`src/rtl/branch_update_scheduler_pkg.sv`:
```
// Shared definitions for the branch-buffer update path.
//   - Field widths of a branch-buffer entry (tag, index, target, type).
//   - 2-bit direction-counter encodings (SNT/WNT/WT/ST).
//   - upd_t: packed resolved-branch update {tag, index, tar, type, dir, mispred},
//     66 bits, the unit stored in the update FIFO.
//   - FSM state encoding for the scheduler.
package branch_update_scheduler_pkg;

  localparam int IDX_W  = 8;
  localparam int TAG_W  = 22;
  localparam int TAR_W  = 32;
  localparam int TYPE_W = 2;

  localparam logic [1:0] DIR_SNT = 2'b00;
  localparam logic [1:0] DIR_WNT = 2'b01;
  localparam logic [1:0] DIR_WT  = 2'b10;
  localparam logic [1:0] DIR_ST  = 2'b11;

  typedef struct packed {
    logic [TAG_W-1:0]  tag;
    logic [IDX_W-1:0]  index;
    logic [TAR_W-1:0]  tar;
    logic [TYPE_W-1:0] btype;
    logic              dir;
    logic              mispred;
  } upd_t;

  localparam int UPD_W = $bits(upd_t);

  typedef enum logic {
    ST_INIT = 1'b0,
    ST_RUN  = 1'b1
  } state_t;

  function automatic upd_t pack_upd(input logic [TAG_W-1:0]  tag,
                                    input logic [IDX_W-1:0]  index,
                                    input logic [TAR_W-1:0]  tar,
                                    input logic [TYPE_W-1:0] btype,
                                    input logic              dir,
                                    input logic              mispred);
    upd_t u;
    u.tag     = tag;
    u.index   = index;
    u.tar     = tar;
    u.btype   = btype;
    u.dir     = dir;
    u.mispred = mispred;
    return u;
  endfunction

endpackage

```
`src/rtl/branch_update_scheduler_fifo.sv`:
```
// bu_fifo: DEPTH-entry update queue with two ordered write ports and one
// read port.
//   clk, resetn        clock, asynchronous active-low reset (pointers/count only)
//   wr0_en/wr0_data    first write of the cycle
//   wr1_en/wr1_data    second write of the cycle, stored after wr0
//   rd_en              pop the head this cycle
//   rd_data            current head entry (combinational)
//   count              occupancy, 0..DEPTH
// Full and empty are told apart by count, never by pointer equality. The
// caller guarantees it never overflows or underflows the queue.
module bu_fifo
  import branch_update_scheduler_pkg::*;
#(
  parameter int DEPTH = 4,
  parameter int W     = UPD_W
) (
  input  logic                       clk,
  input  logic                       resetn,
  input  logic                       wr0_en,
  input  logic [W-1:0]               wr0_data,
  input  logic                       wr1_en,
  input  logic [W-1:0]               wr1_data,
  input  logic                       rd_en,
  output logic [W-1:0]               rd_data,
  output logic [$clog2(DEPTH+1)-1:0] count
);

  localparam int PTR_W = $clog2(DEPTH);
  localparam int CNT_W = $clog2(DEPTH+1);

  logic [W-1:0]     mem [DEPTH];
  logic [PTR_W-1:0] wptr;
  logic [PTR_W-1:0] rptr;
  logic [PTR_W-1:0] wptr_second;
  logic [PTR_W-1:0] n_wr;

  // Slot-1 lands just after slot-0 when both write; DEPTH is a power of two,
  // so pointer arithmetic wraps naturally.
  always_comb begin
    n_wr        = PTR_W'(wr0_en) + PTR_W'(wr1_en);
    wptr_second = wptr + PTR_W'(wr0_en);
    rd_data     = mem[rptr];
  end

  always_ff @(posedge clk) begin
    if (wr0_en) mem[wptr] <= wr0_data;
    if (wr1_en) mem[wptr_second] <= wr1_data;
  end

  always_ff @(posedge clk or negedge resetn) begin
    if (!resetn) begin
      wptr  <= '0;
      rptr  <= '0;
      count <= '0;
    end else begin
      wptr  <= wptr + n_wr;
      rptr  <= rptr + PTR_W'(rd_en);
      count <= count + CNT_W'(wr0_en) + CNT_W'(wr1_en) - CNT_W'(rd_en);
    end
  end

endmodule

```
`src/rtl/branch_update_scheduler.sv`:
```
// branch_update_scheduler: sole writer of the 256-entry direct-mapped branch
// buffer.
//   clk, resetn              clock, asynchronous active-low reset
//   upd0_* / upd1_*          resolved branches from the dual-issue ID stage
//                            (valid, index, tag, tar, type, dir, mispred)
//   stall_req                <2 free queue slots next cycle, or init sweep active
//   init_busy                init sweep active; updates are ignored
//   wr_en                    direction-counter update strobe
//   wr_entry_en              tag/target/type/valid rewrite strobe
//   wr_init                  init write (buffer forces dir=INIT_DIR, valid=0)
//   wr_index/tag/tar/type    write address and entry data
//   wr_dir                   taken bit for the counter step
//   wr_valid                 valid bit to store (zero target never validates)
//   drop_cnt                 saturating count of updates rejected for space
// After reset the whole table is swept once (the buffer does not clear on
// reset). Then up to two updates per cycle are queued and one write per
// cycle is issued, registered.
module branch_update_scheduler
  import branch_update_scheduler_pkg::*;
#(
  parameter int         DEPTH    = 4,
  parameter logic [1:0] INIT_DIR = DIR_WNT
) (
  input  logic              clk,
  input  logic              resetn,
  input  logic              upd0_valid,
  input  logic [IDX_W-1:0]  upd0_index,
  input  logic [TAG_W-1:0]  upd0_tag,
  input  logic [TAR_W-1:0]  upd0_tar,
  input  logic [TYPE_W-1:0] upd0_type,
  input  logic              upd0_dir,
  input  logic              upd0_mispred,
  input  logic              upd1_valid,
  input  logic [IDX_W-1:0]  upd1_index,
  input  logic [TAG_W-1:0]  upd1_tag,
  input  logic [TAR_W-1:0]  upd1_tar,
  input  logic [TYPE_W-1:0] upd1_type,
  input  logic              upd1_dir,
  input  logic              upd1_mispred,
  output logic              stall_req,
  output logic              init_busy,
  output logic              wr_en,
  output logic              wr_entry_en,
  output logic              wr_init,
  output logic [IDX_W-1:0]  wr_index,
  output logic [TAG_W-1:0]  wr_tag,
  output logic [TAR_W-1:0]  wr_tar,
  output logic [TYPE_W-1:0] wr_type,
  output logic              wr_dir,
  output logic              wr_valid,
  output logic [7:0]        drop_cnt
);

  localparam int              CNT_W    = $clog2(DEPTH+1);
  localparam int              FREE_W   = CNT_W + 1;
  localparam logic [IDX_W-1:0] LAST_IDX = {IDX_W{1'b1}};

  function automatic logic [7:0] sat_add_u8(input logic [7:0] a,
                                            input logic [1:0] inc);
    logic [8:0] s;
    s = {1'b0, a} + {7'b0, inc};
    return s[8] ? 8'hFF : s[7:0];
  endfunction

  state_t           state;
  state_t           state_next;
  logic [IDX_W-1:0] sweep_ptr;

  logic [CNT_W-1:0]  fifo_cnt;
  logic [CNT_W-1:0]  cnt_next;
  logic [FREE_W-1:0] free;
  logic              run;
  logic              fifo_nonempty;
  logic              acc0;
  logic              acc1;
  logic [1:0]        ndrop;
  upd_t              u0;
  upd_t              u1;
  upd_t              first_acc;
  upd_t              fifo_head;
  upd_t              fifo_wr0_data;
  upd_t              fifo_wr1_data;
  logic              fifo_wr0_en;
  logic              fifo_wr1_en;
  logic              fifo_rd_en;
  upd_t              wr_sel_p0;
  logic              vld_p0;

  // ---------------- FSM: state register ----------------
  always_ff @(posedge clk or negedge resetn) begin
    if (!resetn) state <= ST_INIT;
    else         state <= state_next;
  end

  // ---------------- FSM: next state ----------------
  always_comb begin
    state_next = state;
    case (state)
      ST_INIT: if (sweep_ptr == LAST_IDX) state_next = ST_RUN;
      ST_RUN:  state_next = ST_RUN;
      default: state_next = ST_INIT;
    endcase
  end

  // ---------------- FSM: outputs ----------------
  always_comb begin
    init_busy = (state == ST_INIT);
  end

  always_ff @(posedge clk or negedge resetn) begin
    if (!resetn)               sweep_ptr <= '0;
    else if (state == ST_INIT) sweep_ptr <= sweep_ptr + 1'b1;
  end

  // ---------------- p0: accept, queue and pick this cycle's write ----------------
  // The head leaves every cycle the queue is non-empty, which frees a slot
  // for this cycle's arrivals. With an empty queue the first accepted update
  // bypasses straight to the output register, so latency is one cycle.
  always_comb begin
    u0 = pack_upd(upd0_tag, upd0_index, upd0_tar, upd0_type, upd0_dir, upd0_mispred);
    u1 = pack_upd(upd1_tag, upd1_index, upd1_tar, upd1_type, upd1_dir, upd1_mispred);

    run           = (state == ST_RUN);
    fifo_nonempty = (fifo_cnt != '0);
    free          = FREE_W'(DEPTH) - FREE_W'(fifo_cnt) + FREE_W'(fifo_nonempty);

    acc0 = run && upd0_valid && (free >= FREE_W'(1));
    acc1 = run && upd1_valid && (free >= (acc0 ? FREE_W'(2) : FREE_W'(1)));

    ndrop = {1'b0, run && upd0_valid && !acc0} + {1'b0, run && upd1_valid && !acc1};

    first_acc = acc0 ? u0 : u1;

    fifo_rd_en    = fifo_nonempty;
    fifo_wr0_en   = 1'b0;
    fifo_wr0_data = u1;
    fifo_wr1_en   = 1'b0;
    fifo_wr1_data = u1;
    vld_p0        = 1'b0;
    wr_sel_p0     = fifo_head;

    if (fifo_nonempty) begin
      vld_p0        = 1'b1;
      wr_sel_p0     = fifo_head;
      fifo_wr0_en   = acc0 || acc1;
      fifo_wr0_data = first_acc;
      fifo_wr1_en   = acc0 && acc1;
      fifo_wr1_data = u1;
    end else begin
      vld_p0        = acc0 || acc1;
      wr_sel_p0     = first_acc;
      fifo_wr0_en   = acc0 && acc1;
      fifo_wr0_data = u1;
    end

    cnt_next = fifo_cnt + CNT_W'(acc0) + CNT_W'(acc1) - CNT_W'(vld_p0);
  end

  bu_fifo #(
    .DEPTH (DEPTH),
    .W     (UPD_W)
  ) u_fifo (
    .clk      (clk),
    .resetn   (resetn),
    .wr0_en   (fifo_wr0_en),
    .wr0_data (fifo_wr0_data),
    .wr1_en   (fifo_wr1_en),
    .wr1_data (fifo_wr1_data),
    .rd_en    (fifo_rd_en),
    .rd_data  (fifo_head),
    .count    (fifo_cnt)
  );

  // ---------------- p1: registered status ----------------
  always_ff @(posedge clk or negedge resetn) begin
    if (!resetn) begin
      stall_req <= 1'b1;
      drop_cnt  <= '0;
    end else begin
      stall_req <= (state_next == ST_INIT) || (cnt_next > CNT_W'(DEPTH - 2));
      drop_cnt  <= sat_add_u8(drop_cnt, ndrop);
    end
  end

  // ---------------- p1: registered write port ----------------
  // Init writes carry the taken-ness of INIT_DIR on wr_dir (0 for WNT); the
  // buffer itself loads the full INIT_DIR value when wr_init is set.
  always_ff @(posedge clk or negedge resetn) begin
    if (!resetn) begin
      wr_en       <= 1'b0;
      wr_entry_en <= 1'b0;
      wr_init     <= 1'b0;
      wr_index    <= '0;
      wr_tag      <= '0;
      wr_tar      <= '0;
      wr_type     <= '0;
      wr_dir      <= 1'b0;
      wr_valid    <= 1'b0;
    end else if (state == ST_INIT) begin
      wr_en       <= 1'b1;
      wr_entry_en <= 1'b0;
      wr_init     <= 1'b1;
      wr_index    <= sweep_ptr;
      wr_tag      <= '0;
      wr_tar      <= '0;
      wr_type     <= '0;
      wr_dir      <= INIT_DIR[1];
      wr_valid    <= 1'b0;
    end else begin
      wr_en       <= vld_p0;
      wr_entry_en <= vld_p0 && wr_sel_p0.mispred;
      wr_init     <= 1'b0;
      if (vld_p0) begin
        wr_index <= wr_sel_p0.index;
        wr_tag   <= wr_sel_p0.tag;
        wr_tar   <= wr_sel_p0.tar;
        wr_type  <= wr_sel_p0.btype;
        wr_dir   <= wr_sel_p0.dir;
        wr_valid <= |wr_sel_p0.tar;
      end
    end
  end

endmodule

```
`config.mk`:
```
export PLATFORM = sky130hd
export DESIGN_NAME = branch_update_scheduler
export DESIGN_NICKNAME = d
export VERILOG_FILES = /design/src/rtl/branch_update_scheduler_pkg.sv /design/src/rtl/branch_update_scheduler_fifo.sv /design/src/rtl/branch_update_scheduler.sv
export SDC_FILE = /design/constraint.sdc
export NUM_CORES = 1
export LEC_CHECK = 0
export ABC_AREA = 1
export BUFFER_PORTS_ARGS = -buffer_cell sky130_fd_sc_hd__buf_2
export CAP_MARGIN = 10
export CORE_ASPECT_RATIO = 1.75
export CORE_MARGIN = 1.5
export CORE_UTILIZATION = 30
export DETAILED_ROUTE_END_ITERATION = 8
export HOLD_SLACK_MARGIN = 0.05
export PLACE_DENSITY_LB_ADDON = 0.2
export SLEW_MARGIN = 20
export SYNTH_ARGS = -nofsm -noshare
export SYNTH_HDL_FRONTEND = slang
export SYNTH_HIERARCHICAL = 1
export SYNTH_SLANG_ARGS = --single-unit
```
`constraint.sdc`:
```
create_clock -name clk -period 21.1 [get_ports clk]
set_clock_uncertainty 0.05 [all_clocks]
set_input_delay 1.055 -clock clk [delete_from_list [all_inputs] [get_ports clk]]
set_output_delay 1.055 -clock clk [all_outputs]
set_load 0.03 [all_outputs]
```
==> flow_metrics.env <==
export IMPL_status="finished clean"
export IMPL_num_rows=126
export IMPL_drt_wl_total_mm=72.51
export IMPL_cts_clk_slew_worst_paths_ns=0.07
export IMPL_postCtsSetupBuffers=0
export IMPL_synthFlopType="edfxtp_1"
export IMPL_crit_family="simple AND/OR/NAND/NOR gates"
export IMPL_die_w_um=201.0
export IMPL_slew_headroom_pct=23.66
export IMPL_p_clk_share_pct=45.8
export IMPL_start_util_pct=30.42
export IMPL_post_drt_wl_per_cell_um=20.28
export IMPL_numClockSinks=358
export IMPL_pwr_share_seq_pct=49.2
export IMPL_tightest_slew_ns=1.145
export IMPL_die_height_um=349.4
export IMPL_ioPinCount=215
export IMPL_ys_seq_area_share_pct=49.97
export IMPL_critPathSlowestCell="buf_4"
export IMPL_synthArstFlopShare_pct=26.26
export IMPL_grt_pass1_vias=18080
export IMPL_fin_nets=2799
export IMPL_drc=0
export IMPL_track_usage_pct=20.24
export IMPL_drive_gt1_share_pct=13.59
export IMPL_clock_path_buffers=3
export IMPL_drt_initial_drc_count=1488
export IMPL_p_leak_nw=10.34
export IMPL_p_switching_w=0.0003512
export IMPL_dpl_hpwl_mm=43.52
export IMPL_ys_seq_elements=358
export IMPL_ant_nets=0
export IMPL_synth_cells=2556
export IMPL_power_internal_w=0.001187
export IMPL_grt_max_degree=95
export IMPL_max_freq_mhz=140.7
export IMPL_overflow=0
export IMPL_syn2layout_area_growth_pct=13.51
export IMPL_cts_made_buffers=39
export IMPL_synth_fp_nets=2707
export IMPL_fill_cells=7065
export IMPL_grt_pass1_wl_mm=109.2
export IMPL_power_density_nw_per_um2=65.85
export IMPL_cts_resized=0
export IMPL_critPathKind="reg2reg"
export IMPL_hold_path_class="in2async"
export IMPL_dr_total_vias=18350
export IMPL_core_area_um2=67630
export IMPL_dr_pass1_iters=6
export IMPL_finalCriticalPeriod_ns=7.106
export IMPL_max_cap_viol_count=0
export IMPL_cp_arrival_ns=7.23
export IMPL_fin_crit_sh_pct=33.68
export IMPL_rsz0062_at_grt="no"
export IMPL_place_gp_congestion=0.8115
export IMPL_finalSetupViolCount=0
export IMPL_final_setup_tns_ns=0
export IMPL_layout_commonest_cell="nand2_1"
export IMPL_path_buf_inv=4
export IMPL_final_cell_mix="nand2_1, nand3_1, edfxtp_1"
export IMPL_slew_violations=0
export IMPL_synth_edf_count=264
export IMPL_final_core_util_pct=34.53
export IMPL_p_sw_share_pct=22.84
export IMPL_placement_io_buffers=214
export IMPL_syn_area_um2=20570
export IMPL_cp_max_fo=66
export IMPL_endpoint_kind="flop"
export IMPL_report_final_hold_viol_count=0
export IMPL_path_cells="inv_1, ha_1, nor2_1, nand2_1, nand2_2, nand2_4, buf_4, ha_1, o21ai_0, nand2_1, nand3_1, nand2_1, nand2_1, nand2_1, ha_1, nor2_4, buf_4, nand3_4, o21ai_4, buf_4"
export IMPL_ctsHtreeMaxLevel=2
export IMPL_clock_latency_ns=0.55
export IMPL_required_ns=21.23
export IMPL_cts_tree="yes"
export IMPL_post_synth_cell_area_avg_um2=8.050
export IMPL_viasPerCell=5.132
export IMPL_crit_top_cell="nand2_1"
export IMPL_combPwrFrac_pct=5.0
export IMPL_slowest_delay_ns=0.78
export IMPL_peakVddDrop_mv=0.05819
export IMPL_cts_hold_fix_buffers=0
export IMPL_yosysWarnings=6
export IMPL_dieArea_um2=70220
export IMPL_cts_root_buf="clkbuf_16"
export IMPL_startpoint_type="flop"
export IMPL_synth_distinct_cells=34
export IMPL_grt_antenna_before_repair=8
==> path summary, 6_finish.rpt <==
| check | end | cells after the start | startpoint | slack [ns] |
|---|---|---|---|---|
| max in group asynchronous | wr_tar[4]$_DFFE_PN0P_ | 2 | resetn | 19.48 |
| setup / recovery | u_fifo/mem[0][6]$_DFFE_PP_ | 20 | u_fifo/count[1]$_DFF_PN0_ | 13.99 |
| min in group clk | wr_tar[26]$_DFFE_PN0P_ | 2 | wr_tar[26]$_DFFE_PN0P_ | 0.43 |
| hold reg to reg | wr_tar[26]$_DFFE_PN0P_ | 2 | wr_tar[26]$_DFFE_PN0P_ | 0.43 |
| setup reg to reg | u_fifo/mem[0][6]$_DFFE_PP_ | 20 | u_fifo/count[1]$_DFF_PN0_ | 13.99 |
| hold / removal | wr_tag[6]$_DFFE_PN0P_ | 1 | resetn | 0.40 |
==> registers in the layout, summed over array words and instances (netlist names), 3 cells and up <==
name          flops
u_fifo/count      3
u_fifo/mem      264
drop_cnt          8
wr_tar           32
sweep_ptr         8
wr_tag           22
wr_index          8
==> metal layers <==
layer	wire, µm	global-route usage, %	vias up
met4	2681	8.286	6
met1	28720	23.68	8818
met3	3795	2.505	148
li1	-	-	8704
met2	37260	37.14	676
met5	44	0	-
==> cell usage after synthesis (4+ instances only) <==
| master | number | area, µm² |
|---|---|---|
| nand2_1 | 937 | 3517 |
| nand3_1 | 340 | 1702 |
| edfxtp_1 | 264 | 7928 |
| inv_1 | 187 | 701.9 |
| o211ai_1 | 140 | 1051 |
| o21ai_0 | 113 | 565.5 |
| nor2_1 | 105 | 394.1 |
| dfrtp_1 | 93 | 2327 |
| buf_2 | 77 | 385.4 |
| clkbuf_1 | 57 | 214.0 |
| a31oi_1 | 33 | 206.5 |
| or2_2 | 32 | 200.2 |
| a21oi_1 | 27 | 135.1 |
| buf_6 | 25 | 281.5 |
| o21ai_1 | 22 | 110.1 |
| buf_1 | 18 | 67.56 |
| buf_4 | 12 | 90.09 |
| nand2_2 | 12 | 75.07 |
| ha_1 | 9 | 112.6 |
| mux2i_1 | 9 | 90.09 |
| xor2_1 | 9 | 78.83 |
| a22oi_1 | 6 | 45.04 |
| fa_1 | 6 | 120.1 |
| inv_2 | 6 | 22.52 |
| nand3_2 | 4 | 40.04 |
==> power by group through the flow <==
stage	registers [W]	clock network, W	logic [W]
finish	0.000757	0.000704	0.0000774
global route	0.000756	0.000745	0.0000885
CTS	0.000757	0.000723	0.0000778
detailed placement	0.000771	0	0.0000775
global placement	0.000771	0	0.0000752
floorplan	0.000771	0	0.0000370
==> kinds of logic (layout without fill, tap and decap cells) <==
kind of cell,Yosys count,count (layout),share of synthesized area [%]
AO/OA/AOI/OAI,343,343,10.34
XOR/XNOR,12,12,0.5109
adder cells (fa/ha/maj),15,15,1.131
buffers and inverters,382,504,8.568
flip-flops,358,358,49.97
multiplexers,9,9,0.4379
other,0,2,0
AND/OR/NAND/NOR,1437,1437,29.04
==> cell type report <==
| type | instances | area (µm²) | share of cell area, % |
|---|---|---|---|
| Sequential cell | 358 | 10290 | 44.05 |
| Multi-Input combinational cell | 1816 | 8638 | 36.99 |
| Timing Repair Buffer | 240 | 1292 | 5.534 |
| Tap cell | 896 | 1121 | 4.800 |
| Clock buffer | 49 | 1096 | 4.693 |
| Inverter | 193 | 732.0 | 3.134 |
| Clock inverter | 22 | 181.4 | 0.7768 |
| Antenna cell | 2 | 5.005 | 0.02143 |
==> stage by stage <==
step	power (W)	setup WS, ns	hold WS, ns	instance area (µm²)	instances
after global routing	0.001589	13.50	0.4257	23350	3576
after global placement	0.0008465	14.06	0.4127	22030	3502
after CTS	0.001557	13.95	0.4117	23310	3573
after detailed placement	0.0008488	13.98	0.4201	22040	3502
after floorplan	0.0008084	13.04	0.4131	20570	2556
final	0.001538	13.99	0.3964	23350	3576
Note: power is estimated with default switching activity, not from simulation.
